File: src/rtl/apb_master_bridge_if.sv
// rtl/apb_master_bridge_if.sv - command/response stream and APB bus bundle for apb_master_bridge
//
// Purpose: groups the command stream, response stream and APB master bus
//   of apb_master_bridge into one interface. Clock and reset stay outside.
// Modports:
//   master - the bridge side. It consumes commands, produces responses and
//            drives the APB bus.
//   slave  - the environment side. It produces commands, consumes responses
//            and answers on the APB bus.
// Signals:
//   req_valid/req_ready/req_write/req_addr/req_wdata/req_strb/req_prot
//     - command stream.
//   rsp_valid/rsp_ready/rsp_rdata/rsp_err
//     - response stream.
//   pselx/penable/pwrite/paddr/pwdata/pstrb/pprot
//     - APB request (bridge outputs).
//   pready/pslverr/prdata
//     - per-slave APB completion lanes (bridge inputs).
interface apb_master_bridge_if #(
  parameter int dataWidth  = 32,
  parameter int addrWidth  = 32,
  parameter int NUM_SLAVES = 4
);
  localparam int strbWidth = dataWidth / 8;

  logic                             req_valid;
  logic                             req_ready;
  logic                             req_write;
  logic [addrWidth-1:0]             req_addr;
  logic [dataWidth-1:0]             req_wdata;
  logic [strbWidth-1:0]             req_strb;
  logic [2:0]                       req_prot;

  logic                             rsp_valid;
  logic                             rsp_ready;
  logic [dataWidth-1:0]             rsp_rdata;
  logic                             rsp_err;

  logic [NUM_SLAVES-1:0]            pselx;
  logic                             penable;
  logic                             pwrite;
  logic [addrWidth-1:0]             paddr;
  logic [dataWidth-1:0]             pwdata;
  logic [strbWidth-1:0]             pstrb;
  logic [2:0]                       pprot;
  logic [NUM_SLAVES-1:0]            pready;
  logic [NUM_SLAVES-1:0]            pslverr;
  logic [NUM_SLAVES*dataWidth-1:0]  prdata;

  modport master (
    input  req_valid, req_write, req_addr, req_wdata, req_strb, req_prot,
    output req_ready,
    output rsp_valid, rsp_rdata, rsp_err,
    input  rsp_ready,
    output pselx, penable, pwrite, paddr, pwdata, pstrb, pprot,
    input  pready, pslverr, prdata
  );

  modport slave (
    output req_valid, req_write, req_addr, req_wdata, req_strb, req_prot,
    input  req_ready,
    input  rsp_valid, rsp_rdata, rsp_err,
    output rsp_ready,
    input  pselx, penable, pwrite, paddr, pwdata, pstrb, pprot,
    output pready, pslverr, prdata
  );
endinterface

File: src/rtl/apb_master_bridge.sv
// rtl/apb_master_bridge.sv - registered APB master driven by a valid/ready command stream
//
// Purpose: accepts one command at a time and runs a full APB SETUP/ACCESS
//   transfer to the slave selected by req_addr[SEL_LSB +: SELW]. It returns
//   read data and error status on the response stream. Every bus and
//   response output is a flop, so nothing from pready/prdata reaches an
//   output combinationally.
// Optional feature: define APB_TIMEOUT_EN to abort an ACCESS phase after
//   TIMEOUT_CYCLES cycles without pready. The abort reports rsp_err=1.
//   Without the macro, ACCESS waits indefinitely.
// Ports:
//   pclk - clock; all logic runs on the rising edge.
//   prst - synchronous active-high reset. It aborts any transfer in flight.
//   bus  - apb_master_bridge_if.master: command stream, response stream and
//          APB bus.
module apb_master_bridge #(
  parameter int dataWidth      = 32,
  parameter int addrWidth      = 32,
  parameter int NUM_SLAVES     = 4,
  parameter int SEL_LSB        = 12,
  parameter int TIMEOUT_CYCLES = 256
) (
  input logic                 pclk,
  input logic                 prst,
  apb_master_bridge_if.master bus
);
  localparam int SELW      = (NUM_SLAVES > 1) ? $clog2(NUM_SLAVES) : 1;
  localparam int SELW1     = SELW + 1;
  localparam int strbWidth = dataWidth / 8;
  localparam logic [SELW:0] numSlavesW = SELW1'(NUM_SLAVES);

  typedef enum logic [1:0] {IDLE, SETUP, ACCESS, RESP} stateT;

  stateT                 state;
  logic [SELW-1:0]       curIdx;
  logic [SELW-1:0]       reqIdx;
  logic                  decodeOk;
  logic [NUM_SLAVES-1:0] reqSel;
  logic                  selReady;
  logic                  selErr;
  logic [dataWidth-1:0]  selData;

`ifdef APB_TIMEOUT_EN
  localparam int toWidth = $clog2(TIMEOUT_CYCLES);
  localparam logic [toWidth-1:0] toLast = toWidth'(TIMEOUT_CYCLES - 1);
  logic [toWidth-1:0] toCnt;
`endif

  assign reqIdx   = bus.req_addr[SEL_LSB +: SELW];
  // Index field values at or above NUM_SLAVES have no slave behind them.
  assign decodeOk = ({1'b0, reqIdx} < numSlavesW);

  // Decode and lane muxing use explicit loops rather than direct bit
  // indexing. This keeps index widths legal for every NUM_SLAVES, including 1.
  always_comb begin
    reqSel   = '0;
    selReady = 1'b0;
    selErr   = 1'b0;
    selData  = '0;
    for (int i = 0; i < NUM_SLAVES; i++) begin
      reqSel[i] = (reqIdx == i[SELW-1:0]);
      if (curIdx == i[SELW-1:0]) begin
        selReady = bus.pready[i];
        selErr   = bus.pslverr[i];
        selData  = bus.prdata[i*dataWidth +: dataWidth];
      end
    end
  end

  always_ff @(posedge pclk) begin
    if (prst) begin
      state         <= IDLE;
      curIdx        <= '0;
      bus.req_ready <= 1'b1;
      bus.rsp_valid <= 1'b0;
      bus.rsp_rdata <= '0;
      bus.rsp_err   <= 1'b0;
      bus.pselx     <= '0;
      bus.penable   <= 1'b0;
      bus.pwrite    <= 1'b0;
      bus.paddr     <= '0;
      bus.pwdata    <= '0;
      bus.pstrb     <= '0;
      bus.pprot     <= '0;
`ifdef APB_TIMEOUT_EN
      toCnt         <= '0;
`endif
    end else begin
      case (state)
        IDLE: begin
          // req_ready is registered high in IDLE, so req_valid alone is the handshake.
          if (bus.req_valid) begin
            bus.req_ready <= 1'b0;
            if (decodeOk) begin
              curIdx      <= reqIdx;
              bus.pselx   <= reqSel;
              bus.penable <= 1'b0;
              bus.pwrite  <= bus.req_write;
              bus.paddr   <= bus.req_addr;
              bus.pwdata  <= bus.req_wdata;
              bus.pstrb   <= bus.req_write ? bus.req_strb : {strbWidth{1'b0}};
              bus.pprot   <= bus.req_prot;
              state       <= SETUP;
            end else begin
              // Unmapped slave: answer directly and leave the APB bus untouched.
              bus.rsp_valid <= 1'b1;
              bus.rsp_err   <= 1'b1;
              bus.rsp_rdata <= '0;
              state         <= RESP;
            end
          end
        end
        SETUP: begin
          bus.penable <= 1'b1;
`ifdef APB_TIMEOUT_EN
          toCnt       <= '0;
`endif
          state       <= ACCESS;
        end
        ACCESS: begin
          if (selReady) begin
            bus.rsp_rdata <= bus.pwrite ? {dataWidth{1'b0}} : selData;
            bus.rsp_err   <= selErr;
            bus.rsp_valid <= 1'b1;
            bus.pselx     <= '0;
            bus.penable   <= 1'b0;
            state         <= RESP;
          end
`ifdef APB_TIMEOUT_EN
          else if (toCnt == toLast) begin
            // The slave never answered: abort the transfer and report an error.
            bus.rsp_rdata <= '0;
            bus.rsp_err   <= 1'b1;
            bus.rsp_valid <= 1'b1;
            bus.pselx     <= '0;
            bus.penable   <= 1'b0;
            state         <= RESP;
          end else begin
            toCnt <= toCnt + 1'b1;
          end
`endif
        end
        RESP: begin
          if (bus.rsp_ready) begin
            bus.rsp_valid <= 1'b0;
            bus.req_ready <= 1'b1;
            state         <= IDLE;
          end
        end
        default: state <= IDLE;
      endcase
    end
  end
endmodule

File: src/flat_wrapper.sv
// flat-port wrapper written by rule: the top's interface ports become plain ports
module apb_master_bridge_flat 
#(
  parameter int dataWidth      = 32,
  parameter int addrWidth      = 32,
  parameter int NUM_SLAVES     = 4,
  parameter int SEL_LSB        = 12,
  parameter int TIMEOUT_CYCLES = 256
)
  (pclk, prst, bus_req_valid, bus_req_write, bus_req_addr, bus_req_wdata, bus_req_strb, bus_req_prot, bus_req_ready, bus_rsp_valid, bus_rsp_rdata, bus_rsp_err, bus_rsp_ready, bus_pselx, bus_penable, bus_pwrite, bus_paddr, bus_pwdata, bus_pstrb, bus_pprot, bus_pready, bus_pslverr, bus_prdata);
  apb_master_bridge_if #(.dataWidth(dataWidth), .addrWidth(addrWidth), .NUM_SLAVES(NUM_SLAVES)) bus_i ();
  input logic pclk;
  input logic prst;
  input wire logic [$bits(bus_i.req_valid)-1:0] bus_req_valid;
  input wire logic [$bits(bus_i.req_write)-1:0] bus_req_write;
  input wire logic [$bits(bus_i.req_addr)-1:0] bus_req_addr;
  input wire logic [$bits(bus_i.req_wdata)-1:0] bus_req_wdata;
  input wire logic [$bits(bus_i.req_strb)-1:0] bus_req_strb;
  input wire logic [$bits(bus_i.req_prot)-1:0] bus_req_prot;
  output wire logic [$bits(bus_i.req_ready)-1:0] bus_req_ready;
  output wire logic [$bits(bus_i.rsp_valid)-1:0] bus_rsp_valid;
  output wire logic [$bits(bus_i.rsp_rdata)-1:0] bus_rsp_rdata;
  output wire logic [$bits(bus_i.rsp_err)-1:0] bus_rsp_err;
  input wire logic [$bits(bus_i.rsp_ready)-1:0] bus_rsp_ready;
  output wire logic [$bits(bus_i.pselx)-1:0] bus_pselx;
  output wire logic [$bits(bus_i.penable)-1:0] bus_penable;
  output wire logic [$bits(bus_i.pwrite)-1:0] bus_pwrite;
  output wire logic [$bits(bus_i.paddr)-1:0] bus_paddr;
  output wire logic [$bits(bus_i.pwdata)-1:0] bus_pwdata;
  output wire logic [$bits(bus_i.pstrb)-1:0] bus_pstrb;
  output wire logic [$bits(bus_i.pprot)-1:0] bus_pprot;
  input wire logic [$bits(bus_i.pready)-1:0] bus_pready;
  input wire logic [$bits(bus_i.pslverr)-1:0] bus_pslverr;
  input wire logic [$bits(bus_i.prdata)-1:0] bus_prdata;
  assign bus_i.req_valid = bus_req_valid;
  assign bus_i.req_write = bus_req_write;
  assign bus_i.req_addr = bus_req_addr;
  assign bus_i.req_wdata = bus_req_wdata;
  assign bus_i.req_strb = bus_req_strb;
  assign bus_i.req_prot = bus_req_prot;
  assign bus_req_ready = bus_i.req_ready;
  assign bus_rsp_valid = bus_i.rsp_valid;
  assign bus_rsp_rdata = bus_i.rsp_rdata;
  assign bus_rsp_err = bus_i.rsp_err;
  assign bus_i.rsp_ready = bus_rsp_ready;
  assign bus_pselx = bus_i.pselx;
  assign bus_penable = bus_i.penable;
  assign bus_pwrite = bus_i.pwrite;
  assign bus_paddr = bus_i.paddr;
  assign bus_pwdata = bus_i.pwdata;
  assign bus_pstrb = bus_i.pstrb;
  assign bus_pprot = bus_i.pprot;
  assign bus_i.pready = bus_pready;
  assign bus_i.pslverr = bus_pslverr;
  assign bus_i.prdata = bus_prdata;
  apb_master_bridge #(.dataWidth(dataWidth), .addrWidth(addrWidth), .NUM_SLAVES(NUM_SLAVES), .SEL_LSB(SEL_LSB), .TIMEOUT_CYCLES(TIMEOUT_CYCLES)) u_core (.pclk(pclk), .prst(prst), .bus(bus_i));
endmodule
File: config.mk
export PLATFORM = sky130hd
export DESIGN_NAME = apb_master_bridge_flat
export DESIGN_NICKNAME = d
export VERILOG_FILES = /design/src/rtl/apb_master_bridge_if.sv /design/src/rtl/apb_master_bridge.sv /design/src/flat_wrapper.sv
export SDC_FILE = /design/constraint.sdc
export NUM_CORES = 1
export LEC_CHECK = 0
export CAP_MARGIN = 0
export CORE_MARGIN = 2
export CORE_UTILIZATION = 23
export CTS_CLUSTER_DIAMETER = 60
export DETAILED_ROUTE_END_ITERATION = 10
export GPL_TIMING_DRIVEN = 1
export SYNTH_ARGS = -nofsm -noshare
export SYNTH_HDL_FRONTEND = slang
export SYNTH_SLANG_ARGS = --single-unit
File: constraint.sdc
create_clock -name pclk -period 4 [get_ports pclk]
set_input_delay 0.8 -clock pclk [delete_from_list [all_inputs] [get_ports pclk]]
set_output_delay 0.8 -clock pclk [all_outputs]
set_load 0.05 [all_outputs]
## Word level (Yosys, flattened, before mapping)

Cells that the tools add are included.

| word-level totals | value |
|---|---|
| word-level logic and storage cells | 68 |
| input bits | 212 |
| register bits after elaboration | 116 |
| output and inout port bits | 112 |

| cells by class | value |
|---|---|
| eq/ne operators | 12 |
| reduce and logical (&&, ||, !) cells | 14 |
| muxes and demuxes | 29 |

Operators by type and width:

| cell | number |
|---|---|
| $mux 32 | 5 |
| $reduce_and 3->1 | 5 |
| $mux 1 | 13 |
| $eq 2x2->1 const B | 6 |
| $mux 4 | 3 |
| $pmux 2 s4 | 1 |
| $pmux 4 s2 | 1 |
| $eq 2x1->1 const B | 3 |
| $logic_not 2->1 | 3 |
| $mux 2 | 3 |
| $reduce_bool 2->1 | 3 |
| $ne 2x2->1 const B | 2 |
| $pmux 1 s2 | 2 |
| $reduce_and 2->1 | 2 |
| $pmux 1 s3 | 1 |
| $reduce_bool 3->1 | 1 |
| $ne 2x1->1 const B | 1 |

## Logic depth before layout (Yosys ltp)

Gate-level depths: netlist (run 1).

| depth | value |
|---|---|
| depth after elaboration | 7 |
| depth in mapped cells | 7 |

## Worst setup path before layout (run 1)

OpenSTA, ideal clock, no wires.

| path | value |
|---|---|
| kind | register to register |
| start point | reg u_core.curIdx[0] |
| end point | reg u_core.bus.rsp_rdata[10] |
| data required time | 3883 ps |
| slack | 1913 ps |
| stages on the path, launching flop included | 6 |
| arrival | 1970 ps |
| period minus slack after synthesis | 2087 ps |
| path buffers | 2 |
| path through | dfxtp_1 buf_6 mux4_2 nor4b_4 buf_2 a22o_1 |

| on the way | value |
|---|---|
| longest elaborated chain between the ends | 6 |
| elaborated cells on any way between the ends | 14 |
| classes of those cells | eq/ne: 3; mux: 9; reduce/logical: 2 |

RTL lines:

| item | line | source |
|---|---|---|
| start, declared | apb_master_bridge.sv:35 | `logic [SELW-1:0] curIdx;` |
| start signal, assigned | apb_master_bridge.sv:95 | `curIdx <= reqIdx;` |
| $logic_not 2->1 | apb_master_bridge.sv:62 | `if (curIdx == i[SELW-1:0]) begin` |
| $mux 32 / $mux 1 (equally long branches) (4 in series) | apb_master_bridge.sv:62 |  |
| $mux 32 / $reduce_and 2->1 (equally long branches) | -- |  |
| end signal, assigned | apb_master_bridge.sv:122 | `bus.rsp_rdata <= bus.pwrite ? {dataWidth{1'b0}} : selData;` |
| end, declared | apb_master_bridge_if.sv:53 | `output rsp_valid, rsp_rdata, rsp_err,` |

Several ways; a longest one is shown, not always the timed one.
A chain may end at the register's enable or synchronous reset.

## Final worst setup path (run 1)

| path | value |
|---|---|
| start point | reg u_core.bus.pwrite |
| end point | out bus_pwrite |

RTL lines:

| item | line | source |
|---|---|---|
| start, declared | apb_master_bridge_if.sv:55 | `output pselx, penable, pwrite, paddr, pwdata, pstrb, pprot,` |
| start signal, assigned | apb_master_bridge.sv:98 | `bus.pwrite <= bus.req_write;` |
| end, declared | flat_wrapper.sv:27 | `output wire logic [$bits(bus_i.pwrite)-1:0] bus_pwrite;` |

No word-level cell between the ends.

==> out/results.txt, run 1 <==
setup bufs post-CTS: 0
M1 GR Usage: 0.172
GRT Total Usage: 0.159
final HPWL from detailed placement: 13.1 mm
clock sinks: 114
First-pass DRT Iterations: 4
initial detailed-routing violation count: 150
relative slew slack: 0.507
layout cells sized above 1: 0.0996
area occupied by registers: 0.00228 mm2
Clock Tree Root: clkbuf_16
total die area: 0.0219 mm2
HP Class: reg -> reg
CTS tree: done
Yosys reg bits: 114
Synthesized Nets: 704
CTS max path bufs: 2
top post-synthesis cells by area: dfxtp_1 (48%), mux4_2 (16%), nand2_1 (12%)
Adder-Cell Fraction of Synth Area: 0.0131
Slew @ Worst Pin: 0.740 ns
starting density of the core: 0.235
Setup TNS: 0 ns
first-pass GRT wire length: 26.8 mm
nature of the critical path endpoint: primary output
maxcap violations: 0
max-slew violation count: 0
main combinational cell family by area after synthesis: multiplexers
clk_lat worst skew: 0.41 ns
DR vias: 4830
Worst VDD drop: 0.272 mV
I/O Buffers: 323
crit path time final: 2.50 ns
DR DRC count: 0
Worst Path Required: 3.20 ns
Post-Synthesis Cells: 487
Final nets: 1018
drt via density: 4.46
Critical path buffers and inverters: 1
area of the core: 0.0203 mm2
setup violators final: 0
crit path cell chain: clkdlybuf4s50_1
crit-path max FO: 3
Final Instance Area: 0.00885 mm2
leakage power figure: 3.20 nW
CTS clock-pin slew for the worst setup and hold paths: 0.06 ns
FILL cells: 1986
status: completed
Tcrit/Tclk final: 0.626
Yosys warning total: 0
Chip Width: 148 um
Power Density: 579 mW/mm2
syn avg cell area: 9.81 um2
Die Ht: 148 um
Critical Path AT: 1.70 ns
CTS resizes: 0
# IOs: 324
area of placed instances: 0.00827 mm2
most used routing layer: met2
Final Wtd Congestion: 0.738
Setup Skew: 0.0130 ns
Mapped Area: 0.00478 mm2
library cells used by synthesis: 30
Tot Pwr: 5.12 mW
multiplexer area fraction after synthesis: 0.171
n_diodes: 0
Final Hold Viols: 0
Critical-path top delay cell: clkdlybuf4s50_1
Compound-Gate Fraction of Synth Area: 0.158
Avg WL per Cell: 16.6 um
Worst Path Class, Setup: reg -> out
fraction of the yosys area taken by sequential cells: 0.477
Post-Synth XOR/XNOR Area: 0
final WL: 18.0 mm
simple-gate share of the synthesized area: 0.140
Worst path max stage delay: 0.86 ns
cell family with most CP delay: buffers and inverters
GR Util met3: 0.0669
largest net degree at the start of global routing: 74
area of the multi-input gates: 0.00231 mm2
fmax: 0.399 GHz
RSZ-0062 raised after global routing: false
total congestion overflow: 0
std cell rows: 52
total CTS buffers: 17
most area-hungry cell type in the Yosys netlist: dfxtp_1
crit start category: flop
Post-CTS Hold Buffers: 0
CTS H-Tree Depth: 4
Yosys top cell area share: 0.477
GRT met2 Usage: 0.284
vias in the first global route: 4921
initial antenna violation count: 1
Area Overhead vs Synth: 85.2%
post-route antenna net violation count: 0
-- worst register-to-register path, stage by stage (launching register included) --
cell and delay [ns]:
dfxtp_1 0.33, buf_4 0.44, mux4_2 0.50, nor4b_4 0.17
buf_4 0.25, a22o_1 0.26
-- layer usage --
metal,wire (um),vias up
met5,13,-
met4,204,2
met3,1840,13
met2,9130,218
met1,6830,2245
li1,-,2352
-- sequential cells by signal, indices dropped and copies added (netlist names) --
register              flops
u_core.bus.req_ready      1
u_core.bus.penable        1
u_core.state              2
u_core.bus.pstrb          4
u_core.bus.rsp_valid      1
u_core.bus.paddr         31
u_core.curIdx             1
u_core.bus.rsp_err        1
u_core.bus.rsp_rdata     32
u_core.bus.pselx          4
u_core.bus.pwdata        32
u_core.bus.pwrite         1
u_core.bus.pprot          3
-- layout by cell type (no fill, tap or decap), drive strengths merged, types with 2 or more instances in the layout --
cell type / synthesis / layout
nand2: 151 / 151
clkbuf: 28 / 21
inv: 5 / 5
buf: 10 / 11
o211a: 3 / 3
bufinv: 0 / 3
nand3: 5 / 5
dfxtp: 114 / 114
nand2b: 2 / 2
nor2: 2 / 2
mux2i: 4 / 4
a22o: 32 / 32
nand4: 2 / 2
a21oi: 77 / 77
clkdlybuf4s50: 0 / 322
mux4: 34 / 34
clkinv: 1 / 7
ha: 5 / 5
o21ai: 3 / 3
-- worst paths after layout --
kind / from / end / cells after the start / slack, ns
hold reg to reg: u_core.bus.pselx[3]$_SDFFE_PP0P_ / u_core.bus.pselx[3]$_SDFFE_PP0P_ / 2 / 0.45
setup reg to reg: u_core.bus.paddr[13]$_SDFFE_PP0P_ / u_core.bus.rsp_rdata[26]$_SDFFE_PP0P_ / 5 / 1.94
hold / removal: u_core.bus.pselx[3]$_SDFFE_PP0P_ / u_core.bus.pselx[3]$_SDFFE_PP0P_ / 2 / 0.45
setup / recovery: u_core.bus.pwrite$_SDFFE_PP0P_ / bus_pwrite / 1 / 1.50
-- cell families (layout without fill, tap and decap cells) --
logic type / after synthesis / after routing
buffers and inverters: 44 / 370
AO/OA/AOI/OAI: 119 / 119
AND/OR/NAND/NOR: 166 / 166
multiplexers: 39 / 39
flip-flops: 114 / 114
adder cells (fa/ha/maj): 5 / 5
-- area by class of cell --
| class | instances | area share |
|---|---|---|
| Multi-Input combinational cell | 329 | 0.261 |
| Sequential cell | 114 | 0.258 |
| Inverter | 6 | 0.00254 |
| Clock buffer | 21 | 0.0509 |
| Timing Repair Buffer | 333 | 0.375 |
| Clock inverter | 10 | 0.0153 |
| Tap cell | 270 | 0.0382 |
-- cell usage after synthesis, drive strengths merged --
master and number:
nand2 151, dfxtp 114, a21oi 77, mux4 34, a22o 32, clkbuf 28
buf 10, ha 5, inv 5, nand3 5, mux2i 4, o211a 3
o21ai 3, nand2b 2, nand4 2, nor2 2, a2111oi 1, a21bo 1
and2 1, clkinv 1, mux2 1, nand3b 1, nor2b 1, nor4b 1
o211ai 1, o21a 1
-- through the flow --
| step | utilization | hold WS [ns] | cells | worst slack (ns) |
|---|---|---|---|---|
| detailed placement | 0.407 | 0.446 | 1052 | 1.33 |
| finish | 0.436 | 0.451 | 1083 | 1.50 |
| CTS | 0.436 | 0.453 | 1083 | 1.46 |
| floorplan | - | 0.483 | 487 | 1.91 |
| global route | 0.436 | 0.466 | 1083 | 1.44 |
| global placement | 0.407 | 0.437 | 1052 | 1.38 |
-- power breakdown --
group,switching (mW),internal [mW],leakage (nW)
clock network,0.527,0.988,0.287
logic,1.31,0.842,1.98
registers,0.117,1.34,0.931
total,1.95,3.17,3.20
Note: power is estimated with default switching activity, not from simulation.
==> run 2, diff against run 1 <==
Clock period 4 ns to 2.6 ns, I/O delays scaled along.
==> out/results.txt, run 2 (same netlist as run 1, synthesis figures left out) <==
Worst VDD drop: 0.414 mV (was 0.272 mV)
crit path cell chain: clkdlybuf4s50_1 (unchanged)
cell family with most CP delay: buffers and inverters (unchanged)
Final Wtd Congestion: 0.720 (was 0.738)
Post-CTS Hold Buffers: 0 (unchanged)
dpl cells: 1051 (was 1052)
First-pass DRT Iterations: 4 (unchanged)
Tcrit/Tclk final: 0.860
CTS clock-pin slew for the worst setup and hold paths: 0.06 ns (about the same)
drt via density: 4.44 (was 4.46)
Chip Width: 148 um (unchanged)
Setup TNS: 0 ns (unchanged)
fmax: 0.447 GHz
Setup WS pre-CTS: 0.263 ns (was 1.33 ns)
setup bufs post-CTS: 0 (unchanged)
RSZ-0062 raised after global routing: false (unchanged)
Final Hold Viols: 0 (unchanged)
Worst Path Class, Setup: reg -> out (unchanged)
CTS max path bufs: 2 (unchanged)
setup violators final: 0 (unchanged)
initial detailed-routing violation count: 164 (was 150)
area of the core: 0.0203 mm2 (unchanged)
Worst path max stage delay: 0.90 ns (was 0.86 ns)
CTS resizes: 0 (unchanged)
Area Overhead vs Synth: 88.7% (was 85.2%)
total die area: 0.0219 mm2 (unchanged)
CTS tree: done (unchanged)
DR vias: 4816 (was 4830)
layout cells sized above 1: 0.105 (was 0.0996)
Setup Skew: 0.0118 ns (was 0.0130 ns)
commonest non-fill, non-tap cell in the layout: clkdlybuf4s50_1 (unchanged)
std cell rows: 52 (unchanged)
GRT Total Usage: 0.156 (was 0.159)
HP Class: reg -> reg (unchanged)
I/O Buffers: 323 (unchanged)
Slew @ Worst Pin: 0.630 ns (was 0.740 ns)
clk_lat worst skew: 0.41 ns (about the same)
Die Ht: 148 um (unchanged)
Tot Pwr: 8.39 mW (was 5.12 mW)
commonest non-fill, non-tap cells in the layout: clkdlybuf4s50_1 (321), nand2_1 (150), dfxtp_1 (113) (was clkdlybuf4s50_1 (322), nand2_1 (150), dfxtp_1 (113))
Avg WL per Cell: 16.6 um (about the same)
Worst Path Required: 2.08 ns (was 3.20 ns)
crit-path max FO: 5 (was 3)
Clock Tree Root: clkbuf_16 (unchanged)
fin cells: 1085 (was 1083)
largest net degree at the start of global routing: 66 (was 74)
post-route antenna net violation count: 0 (unchanged)
DR DRC count: 0 (unchanged)
starting density of the core: 0.235 (unchanged)
Final nets: 1017 (was 1018)
status: completed (unchanged)
first-pass GRT wire length: 26.3 mm (was 26.8 mm)
FILL cells: 1986 (unchanged)
vias in the first global route: 4748 (was 4921)
crit path time final: 2.24 ns
total congestion overflow: 0 (unchanged)
final HPWL from detailed placement: 13.3 mm (was 13.1 mm)
final WL: 18.1 mm (was 18.0 mm)
crit start category: flop (unchanged)
# IOs: 324 (unchanged)
max-slew violation count: 0 (unchanged)
CTS H-Tree Depth: 4 (unchanged)
total CTS buffers: 17 (unchanged)
Critical path buffers and inverters: 1 (unchanged)
Critical-path top delay cell: clkdlybuf4s50_1 (unchanged)
leakage power figure: 3.27 nW (was 3.20 nW)
initial antenna violation count: 2 (was 1)
Critical Path AT: 1.72 ns (was 1.70 ns)
final worst slack: 0.364 ns (was 1.50 ns)
clock sinks: 114 (unchanged)
Power Density: 930 mW/mm2 (was 579 mW/mm2)
relative slew slack: 0.580 (was 0.507)
Largest regs: u_core.bus.pwdata (32), u_core.bus.rsp_rdata (32), u_core.bus.paddr (31) (unchanged)
maxcap violations: 0 (unchanged)
nature of the critical path endpoint: primary output (unchanged)
[run 2: cell types whose count changed in the layout (fill, tap and decap cells not counted), sizes merged]
cell | before | now
clkdlybuf4s50 | 322 | 321
inv | 5 | 6
clkbuf | 21 | 19
bufinv | 3 | 7
clkinv | 7 | 5
diode | 0 | 2
[run 2: worst reg2reg max path, delay by kind of cell, from the launching register on]
kind                     cells  cell delay (ns)
buffers and inverters        3             0.69
flip-flops                   1             0.35
adder cells (fa/ha/maj)      1             0.34
AND/OR/NAND/NOR              1             0.28
AO/OA/AOI/OAI                1             0.23
[run 2: path summary, 6_finish.rpt]
kind                                     from                                     to  slack [ns]  cells after the start
min          u_core.bus.pstrb[1]$_SDFFE_PP0P_       u_core.bus.pstrb[1]$_SDFFE_PP0P_        0.45                      2
min reg2reg  u_core.bus.pstrb[1]$_SDFFE_PP0P_       u_core.bus.pstrb[1]$_SDFFE_PP0P_        0.45                      2
max             u_core.curIdx[0]$_SDFFE_PP0P_                          bus_paddr[12]        0.36                      1
max reg2reg      u_core.state[0]$_SDFFE_PP0P_  u_core.bus.rsp_rdata[26]$_SDFFE_PP0P_        0.66                      6
[run 2: routing by layer]
| metal | global-route usage | up-vias | share of wire |
|---|---|---|---|
| met4 | 0.0552 | 0 | 0.014 |
| met5 | 0 | - | 0 |
| met3 | 0.0666 | 14 | 0.11 |
| li1 | - | 2344 | - |
| met1 | 0.167 | 2246 | 0.38 |
| met2 | 0.274 | 212 | 0.50 |
[run 2: final cells by class]
type | count | area (um2) | share of cell area
flip-flops and latches | 114 | 2280 | 0.253
inverters | 6 | 22.5 | 0.00250
repair buffers | 332 | 3360 | 0.372
clock inverters | 13 | 254 | 0.0282
well taps | 270 | 338 | 0.0375
multi-input cells | 329 | 2310 | 0.256
clock buffers | 19 | 453 | 0.0502
diodes | 2 | 5.00 | 0.000555
[run 2: power by group]
| part | total [mW] | internal (mW) | switching (mW) |
|---|---|---|---|
| clock network | 2.81 | 1.95 | 0.867 |
| logic | 3.34 | 1.32 | 2.02 |
| registers | 2.23 | 2.06 | 0.175 |
| total | 8.39 | 5.33 | 3.06 |
[run 2: stage by stage]
stage / area, um2 / hold WS [ns] / util
2_1_floorplan: 4780 / 0.483 / -
3_3_place_gp: 8310 / 0.439 / 0.409
3_5_place_dp: 8310 / 0.446 / 0.409
4_1_cts: 9010 / 0.452 / 0.444
5_1_grt: 9020 / 0.463 / 0.444
6_report: 9020 / 0.448 / 0.444
==> run 3, diff against run 2 <==
Settings changed: PLACE_DENSITY set to 0.56.
==> out/results.txt, run 3 (same netlist as run 1, synthesis figures left out) <==
std cell rows: 52 (unchanged)
CTS H-Tree Depth: 4 (unchanged)
Reg-to-Reg Start: u_core.state[0]$_SDFFE_PP0P_ (unchanged)
drt via density: 4.43 (was 4.44)
Clock Tree Root: clkbuf_16 (unchanged)
status: completed (unchanged)
Worst VDD drop: 0.459 mV (was 0.414 mV)
Setup WS pre-CTS: 0.00878 ns (was 0.263 ns)
Final nets: 1021 (was 1017)
maxcap violations: 0 (unchanged)
total congestion overflow: 0 (unchanged)
clk_lat worst skew: 0.41 ns (about the same)
DR vias: 4820 (was 4816)
GRT Total Usage: 0.163 (was 0.156)
Final Hold Viols: 0 (unchanged)
starting density of the core: 0.235 (unchanged)
Die Ht: 148 um (unchanged)
Post-CTS Hold Buffers: 0 (unchanged)
Setup Skew: 0.00883 ns (was 0.0118 ns)
fmax: 0.438 GHz (was 0.447 GHz)
leakage power figure: 3.22 nW (was 3.27 nW)
HP Class: reg -> reg (unchanged)
max-slew violation count: 0 (unchanged)
total CTS buffers: 17 (unchanged)
vias in the first global route: 4843 (was 4748)
crit-path most repeated cell: inv_1
initial antenna violation count: 1 (was 2)
First-pass DRT Iterations: 4 (unchanged)
Worst Path Class, Setup: reg -> reg (was reg -> out)
area of the core: 0.0203 mm2 (unchanged)
CTS resizes: 0 (unchanged)
post-route antenna net violation count: 0 (unchanged)
commonest non-fill, non-tap cells in the layout: clkdlybuf4s50_1 (321), nand2_1 (150), dfxtp_1 (112) (was clkdlybuf4s50_1 (321), nand2_1 (150), dfxtp_1 (113))
crit path time final: 2.28 ns (was 2.24 ns)
final worst slack: 0.319 ns (was 0.364 ns)
Setup TNS: 0 ns (unchanged)
Final Wtd Congestion: 0.710 (was 0.720)
relative slew slack: 0.318 (was 0.580)
crit-path max FO: 17 (was 5)
area occupied by registers: 0.00228 mm2 (about the same)
setup violators final: 0 (unchanged)
final HPWL from detailed placement: 13.7 mm (was 13.3 mm)
Worst Path Required: 2.95 ns (was 2.08 ns)
I/O Buffers: 323 (unchanged)
Avg WL per Cell: 16.9 um (was 16.6 um)
final WL: 18.4 mm (was 18.1 mm)
Tcrit/Tclk final: 0.877 (was 0.860)
nature of the critical path endpoint: flop (was primary output)
area of the multi-input gates: 0.00231 mm2 (unchanged)
Worst path max stage delay: 0.89 ns (was 0.90 ns)
DR DRC count: 0 (unchanged)
Critical Path AT: 2.63 ns (was 1.72 ns)
layout cells sized above 1: 0.105 (about the same)
setup bufs post-CTS: 0 (unchanged)
FILL cells: 2056 (was 1986)
largest net degree at the start of global routing: 59 (was 66)
crit path cell chain: inv_1 -> ha_1 -> inv_1 -> nor4b_4 -> buf_4 -> a22o_1 (was clkdlybuf4s50_1)
first-pass GRT wire length: 27.7 mm (was 26.3 mm)
Critical-path top delay cell: nor4b_4 (was clkdlybuf4s50_1)
min-delay src: u_core.bus.paddr[4]$_SDFFE_PP0P_ (was u_core.bus.pstrb[1]$_SDFFE_PP0P_)
Largest regs: u_core.bus.pwdata (32), u_core.bus.rsp_rdata (32), u_core.bus.paddr (31) (unchanged)
crit start category: flop (unchanged)
RSZ-0062 raised after global routing: false (unchanged)
Final Core Density: 0.439 (was 0.444)
Area Overhead vs Synth: 86.3% (was 88.7%)
clock sinks: 114 (unchanged)
CTS max path bufs: 2 (unchanged)
Power Density: 890 mW/mm2 (was 930 mW/mm2)
Final Hold Slack: 0.450 ns (was 0.448 ns)
commonest non-fill, non-tap cell in the layout: clkdlybuf4s50_1 (unchanged)
CTS clock-pin slew for the worst setup and hold paths: 0.05 ns (was 0.06 ns)
CTS tree: done (unchanged)
initial detailed-routing violation count: 185 (was 164)
Chip Width: 148 um (unchanged)
CP startpoint: u_core.state[0]$_SDFFE_PP0P_ (was u_core.curIdx[0]$_SDFFE_PP0P_)
Slew @ Worst Pin: 1.02 ns (was 0.630 ns)
total die area: 0.0219 mm2 (unchanged)
# IOs: 324 (unchanged)
-- run 3: cell count changes in the layout (fill, tap and decap cells not counted) --
| cell | delta |
|---|---|
| diode_2 | -1 |
| dfxtp_2 | +1 |
| clkinvlp_4 | +2 |
| clkinv_2 | +3 |
| buf_12 | -1 |
| clkbuf_8 | -2 |
| clkbuf_1 | +4 |
| dfxtp_1 | -1 |
| buf_4 | +5 |
| bufinv_16 | -4 |
| inv_6 | -1 |
| clkinv_4 | -2 |
-- run 3: layout make-up --
cell class / instances / share of cell area
Antenna cell: 1 / 0.000281
Clock buffer: 21 / 0.0495
Clock inverter: 11 / 0.0155
Inverter: 6 / 0.00253
Multi-Input combinational cell: 329 / 0.259
Sequential cell: 114 / 0.257
Tap cell: 270 / 0.0379
Timing Repair Buffer: 336 / 0.379
-- run 3: final timing paths --
kind	endpoint	cells past startpoint	slack [ns]
setup reg to reg	u_core.bus.rsp_rdata[13]$_SDFFE_PP0P_	6	0.32
hold reg to reg	u_core.bus.paddr[4]$_SDFFE_PP0P_	2	0.45
setup / recovery	u_core.bus.rsp_rdata[13]$_SDFFE_PP0P_	6	0.32
hold / removal	u_core.bus.paddr[4]$_SDFFE_PP0P_	2	0.45
-- run 3: where the power goes --
part,internal [mW],switching (mW)
Combinational,1.34,2.02
Sequential,2.06,0.178
Clock,1.50,0.829
Total,4.90,3.03
-- run 3: metrics by stage --
step                cell area (um2)  power (mW)  std cells
floorplan                      4780        4.36        487
global placement               8320        5.68       1055
detailed placement             8320        5.67       1055
CTS                            8900        8.05       1087
global route                   8900        8.35       1088
finish                         8900        7.93       1088
-- run 3: routing by layer --
metal	global-route usage	vias to the layer above	part of all wire
li1	-	2353	-
met1	0.191	2210	0.39
met2	0.271	236	0.49
met3	0.0681	21	0.10
met4	0.0552	0	0.016
met5	0	-	0
-- run 3: worst max-delay path: cells and delay by family, from the launching register on --
family,cells,cell delay (ns)
buffers and inverters,3,0.52
flip-flops,1,0.34
AND/OR/NAND/NOR,1,0.89
adder cells (fa/ha/maj),1,0.32
AO/OA/AOI/OAI,1,0.14
